$ cat src/rtl/reg_alu_sequencer.sv
// Instruction sequencer for a small register/ALU datapath: fetches 24-bit words,
// drives decoded control fields, and handles conditional branches on a captured zero flag.
//
// state   | meaning
// --------+-----------------------------------------------------------
// IDLE    | out of reset, waiting for start
// FETCH   | imem_req high, waiting for imem_ack
// EXEC    | one cycle: write strobe / branch resolve / retire count
// HALTED  | HALT executed, waiting for start to rerun from address 0
module reg_alu_sequencer #(
    parameter int AW = 8
) (
    input  logic          CLK,
    input  logic          nRESET,
    input  logic          start,
    output logic          imem_req,
    output logic [AW-1:0] imem_addr,
    input  logic          imem_ack,
    input  logic [23:0]   imem_rdata,
    output logic [3:0]    RA1,
    output logic [3:0]    RA2,
    output logic [3:0]    WA,
    output logic [7:0]    immediate,
    output logic [1:0]    ALUControl,
    output logic          ALUSrc,
    output logic          write_enable,
    input  logic          Zero,
    output logic          busy,
    output logic          halted,
    output logic [AW-1:0] pc,
    output logic [15:0]   retired
);

    typedef enum logic [1:0] {
        S_IDLE   = 2'd0,
        S_FETCH  = 2'd1,
        S_EXEC   = 2'd2,
        S_HALTED = 2'd3
    } state_t;

    localparam logic [1:0] CLS_ALU_REG = 2'b00;
    localparam logic [1:0] CLS_ALU_IMM = 2'b01;
    localparam logic [1:0] CLS_BZ      = 2'b10;
    localparam logic [1:0] CLS_HALT    = 2'b11;

    state_t        state;
    state_t        state_nxt;
    logic [23:0]   ir;
    logic          zero_flag;
    logic [AW-1:0] pc_q;
    logic [15:0]   retired_q;
    logic [AW-1:0] bz_target;
    logic [1:0]    ir_class;
    logic          launch;
    logic          accept;

    assign ir_class   = ir[23:22];
    assign ALUControl = ir[21:20];
    assign WA         = ir[19:16];
    assign RA1        = ir[15:12];
    assign RA2        = ir[11:8];
    assign immediate  = ir[7:0];
    assign ALUSrc     = ir_class[0];

    assign pc         = pc_q;
    assign imem_addr  = pc_q;
    assign retired    = retired_q;

    // Branch target is the immediate resized to the program-counter width.
    generate
        if (AW > 8) begin : g_tgt_wide
            assign bz_target = {{(AW-8){1'b0}}, ir[7:0]};
        end else if (AW == 8) begin : g_tgt_exact
            assign bz_target = ir[7:0];
        end else begin : g_tgt_narrow
            assign bz_target = ir[AW-1:0];
        end
    endgenerate

    always_ff @(posedge CLK or negedge nRESET) begin
        if (!nRESET) begin
            state <= S_IDLE;
        end else begin
            state <= state_nxt;
        end
    end

    always_comb begin
        state_nxt    = state;
        launch       = 1'b0;
        accept       = 1'b0;
        imem_req     = 1'b0;
        write_enable = 1'b0;
        busy         = 1'b0;
        halted       = 1'b0;
        case (state)
            S_IDLE: begin
                if (start) begin
                    launch    = 1'b1;
                    state_nxt = S_FETCH;
                end
            end
            S_FETCH: begin
                busy     = 1'b1;
                imem_req = 1'b1;
                if (imem_ack) begin
                    accept    = 1'b1;
                    state_nxt = S_EXEC;
                end
            end
            S_EXEC: begin
                busy         = 1'b1;
                write_enable = (ir_class == CLS_ALU_REG) || (ir_class == CLS_ALU_IMM);
                state_nxt    = (ir_class == CLS_HALT) ? S_HALTED : S_FETCH;
            end
            S_HALTED: begin
                halted = 1'b1;
                if (start) begin
                    launch    = 1'b1;
                    state_nxt = S_FETCH;
                end
            end
            default: begin
                state_nxt = S_IDLE;
            end
        endcase
    end

    always_ff @(posedge CLK or negedge nRESET) begin
        if (!nRESET) begin
            ir <= 24'h0;
        end else if (accept) begin
            ir <= imem_rdata;
        end
    end

    // Only ALU-class instructions update the flag; BZ tests whatever the last ALU op left.
    always_ff @(posedge CLK or negedge nRESET) begin
        if (!nRESET) begin
            zero_flag <= 1'b0;
        end else if (state == S_EXEC && !ir_class[1]) begin
            zero_flag <= Zero;
        end
    end

    always_ff @(posedge CLK or negedge nRESET) begin
        if (!nRESET) begin
            pc_q <= '0;
        end else if (launch) begin
            pc_q <= '0;
        end else if (state == S_EXEC) begin
            case (ir_class)
                CLS_ALU_REG, CLS_ALU_IMM: pc_q <= pc_q + 1'b1;
                CLS_BZ:                   pc_q <= zero_flag ? bz_target : pc_q + 1'b1;
                default:                  pc_q <= pc_q;
            endcase
        end
    end

    always_ff @(posedge CLK or negedge nRESET) begin
        if (!nRESET) begin
            retired_q <= 16'h0;
        end else if (launch) begin
            retired_q <= 16'h0;
        end else if (state == S_EXEC && retired_q != 16'hFFFF) begin
            retired_q <= retired_q + 16'd1;
        end
    end

endmodule

$ cat config.mk
export PLATFORM = sky130hd
export DESIGN_NAME = reg_alu_sequencer
export DESIGN_NICKNAME = d
export VERILOG_FILES = /design/src/rtl/reg_alu_sequencer.sv
export SDC_FILE = /design/constraint.sdc
export NUM_CORES = 1
export LEC_CHECK = 0
export BUFFER_PORTS_ARGS = -buffer_cell sky130_fd_sc_hd__buf_4
export CAP_MARGIN = 20
export CORE_MARGIN = 1.5
export CORE_UTILIZATION = 51
export CTS_CLUSTER_DIAMETER = 50
export DETAILED_ROUTE_END_ITERATION = 7
export PLACE_DENSITY = 0.88
export SLEW_MARGIN = 10
export SYNTH_ARGS = -nofsm -noshare
export SYNTH_HDL_FRONTEND = slang
export SYNTH_SLANG_ARGS = --single-unit
$ cat constraint.sdc
create_clock -name CLK -period 2.6 [get_ports CLK]
set_clock_uncertainty 0.2 [all_clocks]
set_input_delay 0.52 -clock CLK [delete_from_list [all_inputs] [get_ports CLK]]
set_output_delay 0.52 -clock CLK [all_outputs]
set_load 0.02 [all_outputs]
[Word-level counts from Yosys, hierarchy flattened]
Index checks and enable logic that the tools add are counted.
W data, S select, Z words.
Cells by class
  reduce and logical (&&, ||, !) cells: 14
  $add $sub $neg: 2
  multiplexer cells: 18
  equality and inequality tests: 9
Operators with widths (number)
  $mux W16: 2
  $mux W8: 3
  $add A16 B1 Y16 const B: 1
  $ne A16 B16 Y1 const B: 1
  $pmux W8 S2: 1
  $add A8 B1 Y8 const B: 1
  $eq A2 B2 Y1 const B: 4
  $mux W1: 8
  $mux W2: 3
  $pmux W2 S3: 1
  $reduce_or A2 Y1: 3
  $eq A2 B1 Y1 const B: 2
  $logic_not A2 Y1: 2
  $reduce_and A2 Y1: 2
  $reduce_bool A2 Y1: 2
  $reduce_bool A3 Y1: 1
  $logic_and A1 B1 Y1: 2
  $ne A2 B1 Y1 const B: 1
  $ne A2 B2 Y1 const B: 1
  $logic_not A1 Y1: 1
  $logic_or A1 B1 Y1: 1
Storage, ports and cells
  flip-flop bits (word level): 51
  input bits: 29
  logic and storage cells: 48
  output and inout bits: 59

[Longest topological paths before layout]
  word-level depth: 5
  mapped depth: 7
  gate-level depth less buffers: 6

[Worst setup path after synthesis]
Ideal clock, no wire load.
  path type: flip-flop to flip-flop
  start: register retired_q[0], in the netlist retired[0]
  end: register retired_q[2], in the netlist retired[2]
  required time: 2.313 ns
  path slack: 0.493 ns
  data arrival time: 1.820 ns
  buffers on the path: 1
  clock period less this slack: 2.107 ns
  library setup time: 0.087 ns
  stages on the path, launching flop included: 7
  cell sequence: dfrtp_1 -> ha_1 -> nand4_2 -> nor4_4 -> buf_6 -> nor2_2 -> a211oi_2
On the way
  cells in the longest elaborated chain, start to end: 3
  elaborated cells between the ends (all ways): 6
  classes of those cells: 1 x add/sub; 1 x eq/ne; 2 x mux; 2 x reduce/logical
Ends and longest elaborated chain
  from (decl): line 51  | logic [15:0] retired_q;
  from (signal assigned): line 166  | retired_q <= retired_q + 16'd1;
  $add A16 B1 Y16 or $ne A16 B16 Y1 (tied branches): line 166, 165
  $mux W16 or $logic_and A1 B1 Y1 (tied branches): line 165  | end else if (state == S_EXEC && retired_q != 16'hFFFF) begin
  $mux W16 or $reduce_bool A2 Y1 (tied branches)
Several ways; a longest one is shown, not always the timed one. The select of a mux whose other input is x is not followed.
A chain may end at the register's enable or synchronous reset.

[Worst setup path after layout]
  start: register state[0]
  end: output port write_enable
On the way
  cells in the longest elaborated chain, start to end: 2
Ends and longest elaborated chain
  from (decl): line 46  | state_t state;
  from (signal assigned): line 84  | state <= state_nxt;
  $eq A2 B2 Y1: line 96  | case (state)
  $mux W1: line 96
  to (decl): line 26  | output logic write_enable,
Every way passes these cells.

==> qor.txt <==
R2R Path End = retired[5]
Highest clock rate = 0.4379 GHz
Fin crit period = 2.284 ns
Area Overhead vs Synth = 22.73%
Slew Limit Fails = 0
Final Routed Wirelength = 5942 µm
Fin Setup TNS = 0 ns
RD Place Congestion = 0.8939
Diode count = 0
Die Y = 76.10 µm
Commonest non-fill, non-tap cell in the layout = buf_4
DP Wirelength = 4332 µm
Vias after detailed routing = 2188
Top cell type's share of synthesized area = 46.83%
Area leader, netlist = dfrtp_1
Routed Antenna Nets = 0
#FFs+latches synth = 51
Max VDD drop = 576.0 µV
Pre-CTS WS = 0.4216 ns
GRT busiest layer = met2
Met2 global-route usage = 34.50%
CP Max Fanout = 6
Die ar. = 5791 µm²
Placed Area = 3228 µm²
Worst Setup End Kind = output pin
Mapped Area = 2725 µm²
Post-synth cell types = 46
Mapped Avg Cell Area = 10.81 µm²
# rows = 26
Top_reg_cell synth = dfrtp_1
Tightest Pin Transition = 0.6642 ns
Cts repair resizes = 0
Initial Utilization = 53.02%
RR Startpoint = retired[0]
Reg2reg setup slack = 0.41 ns
Post-CTS Setup Bufs = 0
Critical path type = reg2out
Fin nets = 345
M1 GR Usage = 26.90%
Post-synth EDFFs = 0
CTS Buffer Depth = 2
1st-pass router iterations = 4
Yosys warning count = 0
Clk sinks = 51
Met3 Use GR = 5.389%
Required @ worst endpoint = 1.88 ns
Total gr overflow = 0
Hold_buf cts = 0
Chip Width = 76.10 µm
Layout cells sized above 1 = 42.31%
Tcrit/Tclk final = 87.83%
Port Buf Inserts = 87
Total CTS buffers = 5
Status = finished, final reports clean
Final setup viols = 0
Pwr Density = 1036 nW/µm²
Worst-path clk slew = 0.10 ns
Number of vias per cell = 5.728
Post-layout util = 65.07%
Root buffer cell = clkbuf_8
Placeable core region = 5140 µm²
Worst Slack Setup Final = 0.3165 ns
Post-Layout Inst Area = 3344 µm²
WHS = 0.02047 ns
Slew HR = 55.72%
Wirelength per Cell = 15.55 µm
CTS tree = done
Max-cap viol count = 0
Cells after DPL = 374
Most frequent cells in the layout = buf_4, dfrtp_1, mux2_2
R2R cell count = 6
Post-Synthesis Cells = 252
GRT Resource Usage Total = 21.50%
Post-synth ARST share = 100.0%
Antenna violations before repair = 0
Vias in the first global route = 2200
First-pass GRT wire length = 9998 µm
I/O pins = 88
Fin. Hold Viols = 0
Syn Nets = 286
Power after layout = 3.463 mW
Finished Layout Cells = 382
1st-iter DRT viols = 168
Crit path DAT = 1.56 ns
Largest cells by area after synthesis = dfrtp_1, mux2_2, buf_4, o21ai_0, a21oi_1
Sequential element share of the synthesized area = 46.83%
Residual DRC = 0
Largest net degree at the start of global routing = 52
RSZ-0062 raised after global routing = no
Worst Setup Start Kind = flip-flop
HP Class = in2async
H-tree Lvls = 2
Later-pin clock latency in the skew report = 0.31 ns
Pleak = 1.556 nW
==> worst max-delay path: stages (launching register included) <==
cell	delay, ns
dfrtp_1	0.42
inv_1	0.09
ha_1	0.18
buf_4	0.15
inv_1	0.09
nor2_1	0.15
buf_4	0.17
==> power by group <==
part	internal (mW)	switching (mW)	leakage (nW)	total, mW
combinational	0.739	0.882	0.849	1.62
clock	0.292	0.277	0.0587	0.569
sequential	1.05	0.221	0.648	1.27
total	2.08	1.38	1.56	3.46
==> flip-flops by register name, indices dropped and copies added (netlist names) <==
signal     cells
imem_addr      8
ir            24
retired       16
state          2
zero_flag      1
==> cell type report <==
class                           count  area [µm²]
Clock buffer                        5       68.82
Clock inverter                      3       47.55
Fill cell                         431        1795
Inverter                            6       22.52
Multi-Input combinational cell    156        1159
Sequential cell                    51        1276
Tap cell                           70       87.58
Timing Repair Buffer               91       683.2
==> synthesized netlist by cell type, types with 4 or more instances <==
cell / number
nor2_1: 8
ha_1: 5
nand2_1: 12
o21ai_0: 15
or4_1: 6
clkbuf_1: 5
a21oi_1: 14
nand3_1: 4
and3_1: 6
mux2_2: 25
buf_4: 30
inv_1: 6
dfrtp_1: 51
or3_1: 5
o31ai_1: 8
a32o_1: 4
==> metal layers <==
layer | up-vias | part of all wire, %
met5 | - | 0
met4 | 0 | 2.4
li1 | 1018 | -
met3 | 12 | 6.3
met2 | 84 | 49
met1 | 1074 | 42
==> cells by family (layout without fill, tap and decap cells) <==
family          Yosys count  count (layout)  share of synthesized area [%]
buf+inv                  45             105                          10.65
fa+ha+maj                 5               5                          2.296
mux                      27              27                          11.07
compound gates           56              56                          13.55
simple gates             68              68                          15.61
flops                    51              51                          46.83
==> worst max-delay path by stage <==
stage	slack (ns)	startpoint	to
after floorplan	0.49	retired[0]	retired[2]
after global placement	0.55	retired[0]	retired[2]
after detailed placement	0.42	retired[0]	retired[5]
after CTS	0.31	state[0]	write_enable
after global routing	0.18	state[0]	write_enable
final	0.32	state[0]	write_enable
No activity file was read; power rests on OpenSTA's default activity.
